File: config.mk
export PLATFORM = sky130hd
export DESIGN_NAME = gaussian_stream_mac
export DESIGN_NICKNAME = d
export VERILOG_FILES = /design/src/rtl/gaussian_stream_mac.sv
export SDC_FILE = /design/constraint.sdc
export NUM_CORES = 2
export LEC_CHECK = 0
export ABC_CLOCK_PERIOD_IN_PS = 8000
export CORE_MARGIN = 2
export CORE_UTILIZATION = 45
export DETAILED_ROUTE_END_ITERATION = 8
export GPL_TIMING_DRIVEN = 0
export HOLD_SLACK_MARGIN = 0.1
export PLACE_DENSITY = 0.69
export SLEW_MARGIN = 40
export SYNTH_ARGS = -nofsm -noshare
export SYNTH_HDL_FRONTEND = slang
export SYNTH_SLANG_ARGS = --single-unit
File: constraint.sdc
create_clock -name clk -period 8 [get_ports clk]
set_input_delay 1.6 -clock clk [delete_from_list [all_inputs] [get_ports clk]]
set_output_delay 1.6 -clock clk [all_outputs]
set_load 0.02 [all_outputs]
File: src/rtl/gaussian_stream_mac.sv
// gaussian_stream_mac
//   Streaming Gaussian multiply-accumulate. Each accepted pixel is multiplied
//   by the coefficient of its tap position. TAPS products are summed per
//   window. The window sum is rounded half-up, saturated to DATA_W bits and
//   held in an output register with valid/ready backpressure.
//
// Ports
//   clk, rst                     clock, synchronous active-high reset
//   coef_we/coef_addr/coef_data  coefficient bank write (addr >= TAPS ignored)
//   clear                        drop the partial window (k, stage 1, acc)
//   in_valid/in_ready/pixel_in   pixel stream input
//   out_valid/out_ready/pixel_out window result output
module gaussian_stream_mac #(
    parameter int DATA_W = 16,
    parameter int COEF_W = 16,
    parameter int TAPS   = 25,
    parameter int ID_W   = 5
) (
    input  logic              clk,
    input  logic              rst,
    input  logic              coef_we,
    input  logic [ID_W-1:0]   coef_addr,
    input  logic [COEF_W-1:0] coef_data,
    input  logic              clear,
    input  logic              in_valid,
    output logic              in_ready,
    input  logic [DATA_W-1:0] pixel_in,
    output logic              out_valid,
    input  logic              out_ready,
    output logic [DATA_W-1:0] pixel_out
);
    localparam int PROD_W = DATA_W + COEF_W;
    localparam int ACC_W  = PROD_W + ID_W;
    localparam logic [ACC_W:0]   HALF   = (ACC_W+1)'(1) << (COEF_W - 1);
    localparam logic [ID_W-1:0]  LAST_K = ID_W'(TAPS - 1);

    logic [TAPS-1:0][COEF_W-1:0] coef;
    logic [COEF_W-1:0]           cur_coef;
    logic [ID_W-1:0]             k;

    logic                        s1_valid;
    logic                        s1_first;
    logic                        s1_last;
    logic [PROD_W-1:0]           s1_p;

    logic [ACC_W-1:0]            acc;
    logic [ACC_W-1:0]            sum;
    logic [ACC_W:0]              rnd;
    logic [DATA_W-1:0]           sat;

    logic                        stall;
    logic                        accept;
    logic                        load;

    // A full output register that is not being taken freezes the whole pipe.
    assign stall    = out_valid && !out_ready;
    assign in_ready = !stall && !rst && !clear;
    assign accept   = in_valid && in_ready;
    // clear also blocks a completing window from reaching the output.
    assign load     = s1_valid && s1_last && !stall && !clear;

    // Coefficient read mux; the registered bank gives old-value-on-same-cycle
    // semantics for a write coinciding with an accept.
    always_comb begin
        cur_coef = '0;
        for (int i = 0; i < TAPS; i++)
            if (k == ID_W'(i)) cur_coef = coef[i];
    end

    // First tap restarts the sum, so windows run back to back without a bubble.
    // The extra top bit of rnd absorbs the rounding carry before saturation.
    always_comb begin
        sum = (s1_first ? '0 : acc) + ACC_W'(s1_p);
        rnd = ({1'b0, sum} + HALF) >> COEF_W;
        sat = (|rnd[ACC_W:DATA_W]) ? '1 : rnd[DATA_W-1:0];
    end

    always_ff @(posedge clk) begin
        if (rst) begin
            coef <= '0;
        end else if (coef_we) begin
            for (int i = 0; i < TAPS; i++)
                if (coef_addr == ID_W'(i)) coef[i] <= coef_data;
        end
    end

    always_ff @(posedge clk) begin
        if (rst) begin
            k         <= '0;
            s1_valid  <= 1'b0;
            acc       <= '0;
            out_valid <= 1'b0;
            pixel_out <= '0;
        end else begin
            if (clear) begin
                k        <= '0;
                s1_valid <= 1'b0;
                acc      <= '0;
            end else if (!stall) begin
                s1_valid <= accept;
                if (accept) begin
                    s1_p     <= PROD_W'(pixel_in) * PROD_W'(cur_coef);
                    s1_first <= (k == '0);
                    s1_last  <= (k == LAST_K);
                    k        <= (k == LAST_K) ? '0 : k + 1'b1;
                end
                if (s1_valid) acc <= sum;
            end

            if (load) begin
                pixel_out <= sat;
                out_valid <= 1'b1;
            end else if (out_valid && out_ready) begin
                out_valid <= 1'b0;
            end
        end
    end
endmodule
==> summary.md <==
| Metric | Value |
|---|---|
| Initial core utilization | 0.455 |
| Reg2Reg Setup Slack | -1.12 ns |
| H-tree depth | 2 |
| Clock transition at path regs | ~0.06 ns |
| Most frequent cells in the layout | nand2_1, a21oi_1, dfxtp_1, inv_1, clkbuf_1 |
| Gate Count Post-Synth | 4,219 |
| Routed wire per std cell | 20.8 µm |
| X dimension of the die | 273 µm |
| Clk_lat worst skew | 0.63 ns |
| Row cnt | 98 |
| Library cells used by synthesis | 94 |
| Initial antenna violation count | 0 |
| Failing checks | negative setup slack |
| Core box area | roughly 0.071 mm² |
| Top Usage Layer GRT | met2 |
| Ports | slightly above 60 |
| Crit. End Element | flop |
| CP max stage delay | about 0.57 ns |
| Placed Cells incl. Taps | between 5,000 and 6,000 |
| Ys async rst share | 0 |
| P per Cell Area | roughly 140 mW/mm² |
| EDFF count, synth | 34 |
| Commonest non-fill, non-tap cell in the layout | nand2_1 |
| Final min period | 9.12 ns |
| CTS tree | built |
| CTS root buffer | clkbuf_16 |
| I/O Buffers | 38 |
| Hold Path End | acc[7]$_SDFFE_PP0P_ |
| Status | finished, violations left |
| Mapped Nets | approximately 4,600 |
| Final worst setup slack | -1.12 ns |
| First-pass GRT wire length | ~170 mm |
| Fin. Hold Viols | 0 |
| Worst Clk Skew | a little under 0.04 ns |
| Slowest-stage cell, CP | fa_1 |
| Actual slew at the worst max-slew pin | 0.906 ns |
| CTS buffer count | about 50 |
| Critical Path Start Type | flop |
| Crit path kind | flop to flop |
| Drt first pass iters | 6 |
| CP max FO | 7 |
| Area grow syn2layout | 18.6% |
| Gpl congestion | 0.986 |
| Reg-to-Reg End | s1_p[31]$_DFFE_PP_ |
| Crit-path most repeated cell | fa_1 |
| Number of global-route vias before repair | between 20,000 and 30,000 |
| Leakage | 14.9 nW |
| FF-to-FF path depth | 33 |
| Fillers | around 6,700 |
| Met2 layer usage reported by global route | 0.479 |
| Vias per std cell | roughly 6 |
| Die height | between 200 and 300 µm |
| RSZ-0062 raised after global routing | true |
| Pin count of the biggest net entering global routing | 40 |
| Layout cells sized above 1 | 0.125 |
| Final #Nets | ~4,800 |
| Worst min path class | flop to flop |
| WHS Path Cells | 2 |
| Final Non-Filler Cells | 5,393 |
| Total track usage | 0.293 |
| 1st-iter DRT viols | approximately 3,700 |
| Final setup violation count | 18 |
| Required @ worst endpoint | around 8.3 ns |
| GR Overflow Total | 0 |
| Ant diodes | 0 |
| Hold_ws | between 0.4 and 0.5 ns |
| F_max | approximately 110 MHz |
| Total die area | between 0.07 and 0.08 mm² |
| M1 GR Usage | 0.383 |
| R2r startpoint | k[0]$_SDFFE_PP0P_ |
| Synth Cell Area | ~0.033 mm² |
| Vias | 31,700 |
| Slew margin rel. | 0.396 |
| Final Max Tran Viols | 0 |
| Post-synthesis sequential area ratio | 0.315 |
| Drt drc | 0 |
| Post-synthesis register bit count | between 400 and 500 |
| Global-route track usage on met3 | 0.0441 |
| Post-DP HPWL | 81.7 mm |
| Mean post-synth cell area | about 7.7 µm² |
| Max-Cap Viols | 0 |
| Synth Flop Type | dfxtp_1 |
| DRT Wirelength | about 110 mm |
| Antenna-violating nets left | 0 |
| Ys Warns | 0 |
| Period utilization | 1.14 |
| Clock Sinks | 494 |
| CP arrival | about 9.5 ns |
| Hold path start | acc[7]$_SDFFE_PP0P_ |
| Worst vdd ir | about 0.18 mV |
| Max clock buf depth | 3 |
==> power by group <==
group | switching, mW | internal (mW) | total, mW
Sequential | 0.0140 | 2.51 | 2.53
Combinational | 0.327 | 0.146 | 0.474
Clock | 1.08 | 1.33 | 2.40
Total | 1.42 | 3.98 | 5.40
==> per-layer routing <==
layer	vias to the layer above	share of wire
met5	-	0
met4	0	0.048
met3	302	0.084
met2	1623	0.47
met1	15200	0.40
li1	14500	-
==> kinds of logic after synthesis <==
logic type,count (synthesis),share of synthesized area
buffers and inverters,558,0.0662
XOR/XNOR,65,0.0177
AO/OA/AOI/OAI,1039,0.194
multiplexers,5,0.00154
adder cells (fa/ha/maj),337,0.175
AND/OR/NAND/NOR,1721,0.231
flip-flops,494,0.315
==> worst max-delay path: cells and delay by family (launching register included) <==
kind	cells	cell delay, ns
AOI/OAI and AO/OA	15	3.27
buffers and inverters	6	0.62
adders and majority gates	8	3.50
and+or+nand+nor	3	0.90
xor gates and xnor gates	1	0.13
DFF	1	0.38
==> state kept, by name, indices dropped and copies added (netlist names), 5 cells and up <==
signal and cells:
coef 400, acc 37, s1_p 32, pixel_out 16
k 5
==> layout make-up <==
class / count / area, µm² / share of cell area
Timing Repair Buffer: 136 / 1210 / 0.0314
Multi-Input combinational cell: 3167 / 21800 / 0.565
Sequential cell: 494 / 10200 / 0.266
Buffer: 294 / 1500 / 0.0390
Clock buffer: 74 / 1470 / 0.0382
Clock inverter: 21 / 209 / 0.00542
Inverter: 257 / 972 / 0.0252
Tap cell: 950 / 1190 / 0.0308
==> synth_stat cells, drive strengths merged (34+ instances only) <==
master	number	area, µm²
buf	40	196
xnor2	49	429
o21ai	128	656
nor2	200	751
edfxtp	34	1020
ha	142	1780
inv	256	961
and3	53	332
and2	90	563
a211oi	49	433
nand2	1097	4120
dfxtp	460	9210
nor3	44	225
a21oi	577	2890
nand3	89	450
nor2b	52	325
clkbuf	261	991
fa	195	3900
==> through the flow <==
| stage | total power, mW | utilization | cell area [µm²] | worst slack (ns) | TNS, ns |
|---|---|---|---|---|---|
| 3_5_place_dp | 3.00 | 0.481 | 34400 | -2.70 | -42.05 |
| 5_1_grt | 5.56 | 0.540 | 38600 | -1.33 | -15.74 |
| 2_1_floorplan | 2.84 | - | 32800 | 0.00299 | 0 |
| 3_3_place_gp | 3.00 | 0.481 | 34400 | -2.63 | -42.11 |
| 6_report | 5.40 | 0.540 | 38600 | -1.12 | -11.92 |
| 4_1_cts | 5.39 | 0.527 | 37700 | -1.05 | -10.01 |
==> worst max path at each step <==
stage,startpoint,cells after the start,slack [ns],to
CTS,k[0]$_SDFFE_PP0P_,38,-1.05,s1_p[31]$_DFFE_PP_
detailed placement,k[1]$_SDFFE_PP0P_,35,-2.70,s1_p[28]$_DFFE_PP_
floorplan,k[0]$_SDFFE_PP0P_,37,0.003,s1_p[28]$_DFFE_PP_
finish,k[0]$_SDFFE_PP0P_,33,-1.12,s1_p[31]$_DFFE_PP_
global placement,k[1]$_SDFFE_PP0P_,35,-2.63,s1_p[28]$_DFFE_PP_
global route,k[0]$_SDFFE_PP0P_,30,-1.33,s1_p[31]$_DFFE_PP_
==> repair_timing <==
item	in CTS	in global routing
setup endpoints to repair	25	22
cloned	0	1
buffers inserted	61	44
gates resized for setup	287	183
hold buffers	0	0
pin swaps	94	96
Power figures use the tool's default switching activity.
